<file path="config.mk">
export PLATFORM = sky130hd
export DESIGN_NAME = mem_bus
export DESIGN_NICKNAME = d
export VERILOG_FILES = /design/src/rtl/mem_bus_pkg.sv /design/src/rtl/mem_bus_align.sv /design/src/rtl/mem_bus.sv
export SDC_FILE = /design/constraint.sdc
export NUM_CORES = 1
export LEC_CHECK = 0
export CAP_MARGIN = 20
export CORE_AREA = 2 2 153 155
export CTS_CLUSTER_DIAMETER = 200
export DETAILED_ROUTE_END_ITERATION = 6
export DIE_AREA = 0 0 155 157
export PLACE_DENSITY = 0.77
export SETUP_SLACK_MARGIN = 0.4
export SLEW_MARGIN = 30
export SYNTH_ARGS = -nofsm -noshare
export SYNTH_HDL_FRONTEND = slang
export SYNTH_SLANG_ARGS = --single-unit
</file>
<file path="constraint.sdc">
create_clock -name clk -period 2.52 [get_ports clk]
set_input_delay 0.504 -clock clk [delete_from_list [all_inputs] [get_ports clk]]
set_output_delay 0.504 -clock clk [all_outputs]
set_load 0.03 [all_outputs]
</file>
<file path="src/rtl/mem_bus_pkg.sv">
// Shared opcodes, control levels and state encoding for the memory-access stage.
package mem_bus_pkg;

  localparam logic RstEnable = 1'b1;
  localparam logic Stop      = 1'b1;
  localparam logic NoStop    = 1'b0;

  localparam logic [7:0] EXE_NOP_OP = 8'b00000000;
  localparam logic [7:0] EXE_OR_OP  = 8'b00100101;
  localparam logic [7:0] EXE_LB_OP  = 8'b11100000;
  localparam logic [7:0] EXE_LBU_OP = 8'b11100100;
  localparam logic [7:0] EXE_LH_OP  = 8'b11100001;
  localparam logic [7:0] EXE_LHU_OP = 8'b11100101;
  localparam logic [7:0] EXE_LW_OP  = 8'b11100011;
  localparam logic [7:0] EXE_SB_OP  = 8'b11101000;
  localparam logic [7:0] EXE_SH_OP  = 8'b11101001;
  localparam logic [7:0] EXE_SW_OP  = 8'b11101011;

  typedef enum logic [1:0] {
    MemIdle = 2'd0,
    MemBusy = 2'd1,
    MemHold = 2'd2
  } mem_state_e;

  function automatic logic is_load_op(input logic [7:0] op);
    return op inside {EXE_LB_OP, EXE_LBU_OP, EXE_LH_OP, EXE_LHU_OP, EXE_LW_OP};
  endfunction

  function automatic logic is_store_op(input logic [7:0] op);
    return op inside {EXE_SB_OP, EXE_SH_OP, EXE_SW_OP};
  endfunction

endpackage

</file>
<file path="src/rtl/mem_bus_align.sv">
// Big-endian lane logic: byte enables and replicated store data for issue,
// and lane extraction with sign/zero extension for returned load data.
module mem_bus_align
  import mem_bus_pkg::*;
(
  input  logic [7:0]  aluop_i,
  input  logic [1:0]  addr_lo_i,
  input  logic [31:0] reg2_i,
  input  logic [31:0] rdata_i,
  output logic [3:0]  sel_o,
  output logic [31:0] store_data_o,
  output logic [31:0] load_data_o
);

  logic [3:0]  byte_sel;
  logic [7:0]  byte_lane;
  logic [3:0]  half_sel;
  logic [15:0] half_lane;

  always_comb begin
    byte_sel  = 4'b1000 >> addr_lo_i;
    byte_lane = 8'h00;
    case (addr_lo_i)
      2'b00:   byte_lane = rdata_i[31:24];
      2'b01:   byte_lane = rdata_i[23:16];
      2'b10:   byte_lane = rdata_i[15:8];
      default: byte_lane = rdata_i[7:0];
    endcase
    half_sel  = addr_lo_i[1] ? 4'b0011 : 4'b1100;
    half_lane = addr_lo_i[1] ? rdata_i[15:0] : rdata_i[31:16];
  end

  always_comb begin
    sel_o        = 4'b0000;
    store_data_o = 32'h0;
    load_data_o  = 32'h0;
    case (aluop_i)
      EXE_LB_OP: begin
        sel_o       = byte_sel;
        load_data_o = {{24{byte_lane[7]}}, byte_lane};
      end
      EXE_LBU_OP: begin
        sel_o       = byte_sel;
        load_data_o = {24'h0, byte_lane};
      end
      EXE_LH_OP: begin
        sel_o       = half_sel;
        load_data_o = {{16{half_lane[15]}}, half_lane};
      end
      EXE_LHU_OP: begin
        sel_o       = half_sel;
        load_data_o = {16'h0, half_lane};
      end
      EXE_LW_OP: begin
        sel_o       = 4'b1111;
        load_data_o = rdata_i;
      end
      EXE_SB_OP: begin
        sel_o        = byte_sel;
        store_data_o = {4{reg2_i[7:0]}};
      end
      EXE_SH_OP: begin
        sel_o        = half_sel;
        store_data_o = {2{reg2_i[15:0]}};
      end
      EXE_SW_OP: begin
        sel_o        = 4'b1111;
        store_data_o = reg2_i;
      end
      default: ;
    endcase
  end

endmodule

</file>
<file path="src/rtl/mem_bus.sv">
// MEM pipeline stage: issues one registered bus transaction per load/store,
// stalls the pipeline until ack, and buffers load data while MEM is held.
module mem_bus
  import mem_bus_pkg::*;
(
  input  logic        clk,
  input  logic        rst,
  input  logic [5:0]  stall,
  input  logic [4:0]  mem_wd,
  input  logic        mem_wreg,
  input  logic [31:0] mem_wdata,
  input  logic        mem_whilo,
  input  logic [31:0] mem_hi,
  input  logic [31:0] mem_lo,
  input  logic [7:0]  mem_aluop,
  input  logic [31:0] mem_mem_addr,
  input  logic [31:0] mem_reg2,
  output logic [4:0]  wb_wd,
  output logic        wb_wreg,
  output logic [31:0] wb_wdata,
  output logic        wb_whilo,
  output logic [31:0] wb_hi,
  output logic [31:0] wb_lo,
  output logic        stallreq,
  output logic        bus_cyc,
  output logic        bus_stb,
  output logic        bus_we,
  output logic [31:0] bus_addr,
  output logic [3:0]  bus_sel,
  output logic [31:0] bus_wdata,
  input  logic [31:0] bus_rdata,
  input  logic        bus_ack,
  output logic [1:0]  state_dbg
);

  mem_state_e  state_q, state_d;
  logic        cyc_q, cyc_d;
  logic        we_q, we_d;
  logic [31:0] addr_q, addr_d;
  logic [3:0]  sel_q, sel_d;
  logic [31:0] wdata_q, wdata_d;
  logic [31:0] buf_q, buf_d;

  logic [3:0]  al_sel;
  logic [31:0] al_store;
  logic [31:0] al_load;
  logic        is_load;
  logic        is_mem;
  logic        unused_stall;

  assign unused_stall = ^{stall[5], stall[3:0]};

  // The EX/MEM register is frozen while this stage stalls, so one aligner
  // serves both the issue cycle and the ack cycle of the same instruction.
  mem_bus_align u_align (
    .aluop_i      (mem_aluop),
    .addr_lo_i    (mem_mem_addr[1:0]),
    .reg2_i       (mem_reg2),
    .rdata_i      (bus_rdata),
    .sel_o        (al_sel),
    .store_data_o (al_store),
    .load_data_o  (al_load)
  );

  assign is_load  = is_load_op(mem_aluop);
  assign is_mem   = is_load | is_store_op(mem_aluop);

  assign wb_wd    = mem_wd;
  assign wb_wreg  = mem_wreg;
  assign wb_whilo = mem_whilo;
  assign wb_hi    = mem_hi;
  assign wb_lo    = mem_lo;

  assign bus_cyc   = cyc_q;
  assign bus_stb   = cyc_q;
  assign bus_we    = we_q;
  assign bus_addr  = addr_q;
  assign bus_sel   = sel_q;
  assign bus_wdata = wdata_q;
  assign state_dbg = state_q;

  always_comb begin
    state_d  = state_q;
    cyc_d    = cyc_q;
    we_d     = we_q;
    addr_d   = addr_q;
    sel_d    = sel_q;
    wdata_d  = wdata_q;
    buf_d    = buf_q;
    stallreq = 1'b0;
    wb_wdata = mem_wdata;
    case (state_q)
      MemIdle: begin
        if (is_mem) begin
          stallreq = 1'b1;
          state_d  = MemBusy;
          cyc_d    = 1'b1;
          we_d     = ~is_load;
          addr_d   = {mem_mem_addr[31:2], 2'b00};
          sel_d    = al_sel;
          wdata_d  = al_store;
        end
      end
      MemBusy: begin
        if (bus_ack && cyc_q) begin
          cyc_d = 1'b0;
          we_d  = 1'b0;
          if (is_load) wb_wdata = al_load;
          if (stall[4] == Stop) begin
            buf_d   = al_load;
            state_d = MemHold;
          end else begin
            state_d = MemIdle;
          end
        end else begin
          stallreq = 1'b1;
        end
      end
      MemHold: begin
        if (is_load) wb_wdata = buf_q;
        if (stall[4] == NoStop) state_d = MemIdle;
      end
      default: state_d = MemIdle;
    endcase
    if (rst == RstEnable) stallreq = 1'b0;
  end

  always_ff @(posedge clk) begin
    if (rst == RstEnable) begin
      state_q <= MemIdle;
      cyc_q   <= 1'b0;
      we_q    <= 1'b0;
      addr_q  <= 32'h0;
      sel_q   <= 4'b0000;
      wdata_q <= 32'h0;
      buf_q   <= 32'h0;
    end else begin
      state_q <= state_d;
      cyc_q   <= cyc_d;
      we_q    <= we_d;
      addr_q  <= addr_d;
      sel_q   <= sel_d;
      wdata_q <= wdata_d;
      buf_q   <= buf_d;
    end
  end

endmodule

</file>
==> out/results.tsv <==
metric	value	unit
outcome	complete, but fails checks	
violated checks	negative setup slack	
total power	0.00516	W
Req. time, crit path	2.02	ns
final hold vios	0	
max_cap viols	0	
average instance area after synthesis	7.82	um2
slew at the pin with the worst max-slew slack	0.644	ns
RSZ-0062 raised after global routing	yes	
dpl cell area	9730	um2
clock buffer depth	2	
area of the multi-input gates	4220	um2
Worst setup SP type	primary input	
Hold Buf Count CTS	0	
final worst-path cycle share	110	%
achievable frequency	362	MHz
Die Height	157	um
worst slack, placed	-0.815	ns
Async S/R FF share, synth	0	%
sequential fraction of the synthesis area	32.3	%
die footprint	24300	um2
CP Data Arrival Time	2.26	ns
Chip Width	155	um
Post-Syn Area	6330	um2
clk sinks	102	
main flop type after synthesis	dfxtp_1	
Clock Tree Root	clkbuf_16	
WL/cell	20.2	um
first-pass GRT wire length	41.3	mm
Peak VDD IR	388	uV
Max-slew headroom	56.9	%
IO buf count	243	
Final Max Slew Viols	0	
Starting DRT DRC Count	506	
row count	55	
# fillers	2007	
Clock Latency Late Sink	0.37	ns
Cells after Synth	809	
Tmin final	2.76	ns
largest net degree at the start of global routing	51	
# setup viols final	32	
Remaining DRCs	0	
total grt overflow	0	
CP max FO	8	
Leakage	3.99	nW
area of the core	22500	um2
pwr/cell area	473	nW/um2
setup ws final	-0.242	ns
htree depth	3	
number of placed I/O pins	393	
Final nets	1313	
Register Area	2050	um2
Synth cell types	61	
CTS clk-pin slew, worst paths	0.09	ns
hold_ws	0.454	ns
number of synthesized flops with an enable pin	0	
Synth Register Bits	102	
Post-DP HPWL	20.7	mm
Routed WL	28.0	mm
initial antenna violation count	1	
post-route ant nets	0	
DR pass1 iterations	6	
GRT Total Usage	21.9	%
layout cells sized above 1	32.9	%
Worst Hold Class	flop to flop	
via/cell ratio	5.30	
CTS tree	built	
vias in the first global route	7363	
via count	7338	
Placer Congestion	0.952	
Num CTS Buffers	9	
Initial Util	28.1	%
area added between synthesis and finish	72.3	%
crit path kind	primary input to output port	
CP Capture Type	output port	
worst clock skew	0.0110	ns
YS warnings	0	
Final Cell Area	10900	um2
## worst max-delay path, stage by stage
cell and delay (ns):
buf_6 0.09, nand4b_4 0.22, buf_4 0.20, a2111oi_4 0.38
buf_6 0.16, buf_12 0.13, a21oi_4 0.07, a21oi_2 0.15
a2bb2oi_2 0.20, buf_12 0.14
## cell families after synthesis
| kind of cell | share of synthesized area, % |
|---|---|
| buf+inv | 13.7 |
| other cells | 0.0593 |
| compound gates | 25.6 |
| fa+ha+maj | 0.593 |
| simple gates | 23.2 |
| flops | 32.3 |
| mux | 4.51 |
## registers in the layout, summed over array words and instances (netlist names)
| signal | cells |
|---|---|
| buf_q | 32 |
| bus_wdata | 32 |
| bus_addr | 30 |
| bus_sel | 4 |
| state_dbg | 2 |
| bus_cyc | 1 |
| bus_we | 1 |
## layout by cell type (no fill, tap or decap), types with 10 or more instances in the layout
cell / instances
a211oi_1: 30
a21oi_1: 48
a22oi_1: 45
a22oi_2: 15
buf_12: 16
buf_4: 131
buf_6: 49
clkbuf_16: 11
clkdlybuf4s50_1: 184
dfxtp_1: 99
dlygate4sd2_1: 10
nand2_1: 142
nand2b_1: 12
nand3_1: 15
nand3_4: 14
nor2_1: 62
o21ai_0: 16
o21ai_2: 10
## layout make-up
| type | instances | share of cell area, % |
|---|---|---|
| clock inverters | 7 | 0.815 |
| repair buffers | 407 | 36.0 |
| clock buffers | 9 | 2.07 |
| well taps | 285 | 3.27 |
| diodes | 1 | 0.0229 |
| flip-flops and latches | 102 | 18.8 |
| multi-input cells | 565 | 38.7 |
| inverters | 9 | 0.333 |
## metrics by stage
step / instances / utilization [%] / TNS [ns]
after floorplan: 810 / - / 0
after global placement: 1335 / 43.2 / -25.45
after detailed placement: 1335 / 43.2 / -27.47
after CTS: 1376 / 47.3 / -7.20
after global routing: 1385 / 48.5 / -7.67
final: 1385 / 48.5 / -5.65
## where the power goes
| part | internal (W) | switching (W) |
|---|---|---|
| logic | 0.00102 | 0.000992 |
| registers | 0.00163 | 0.0000117 |
| clock network | 0.000718 | 0.000788 |
| total | 0.00337 | 0.00179 |
## Yosys cell counts, drive strengths merged, types with 4 or more instances
library cell / n / area share (%)
inv: 9 / 0.53
and2: 4 / 0.40
a32oi: 4 / 0.55
o21ai: 26 / 2.1
nand2b: 14 / 1.5
nand2: 155 / 9.2
mux2i: 6 / 0.95
nor2: 66 / 4.0
a2bb2oi: 10 / 1.4
a21oi: 54 / 4.3
nand3: 32 / 2.5
and3: 5 / 0.49
nor3: 8 / 0.99
a311oi: 5 / 0.69
a211oi: 31 / 3.9
buf: 98 / 11
mux2: 8 / 1.4
clkbuf: 36 / 2.1
nand4: 4 / 0.40
dfxtp: 102 / 32
nor4: 5 / 0.93
a22oi: 60 / 7.1
mux4: 6 / 2.1
o2bb2ai: 9 / 1.2
a221oi: 10 / 1.4
## final timing paths
kind / start / endpoint / slack [ns] / depth (start not counted)
hold reg to reg: bus_wdata[8] / bus_wdata[8] / 0.45 / 2
hold / removal: bus_wdata[8] / bus_wdata[8] / 0.45 / 2
setup / recovery: mem_aluop[4] / wb_wdata[2] / -0.24 / 10
setup reg to reg: state_dbg[0] / bus_addr[20] / 0.73 / 8
## layer usage
| layer | wire, um | track usage (%) | vias to the layer above |
|---|---|---|---|
| met2 | 14600 | 40.8 | 400 |
| li1 | - | - | 3410 |
| met3 | 2260 | 5.12 | 59 |
| met5 | 0 | 0 | - |
| met1 | 10300 | 24.0 | 3469 |
| met4 | 806 | 8.20 | 0 |
## repair_timing
action	CTS	global route
pin swaps	36	24
setup buffers	24	7
setup endpoints to repair	109	53
resized for setup	177	58
cloned	1	1
No activity file was read; power rests on OpenSTA's default activity.
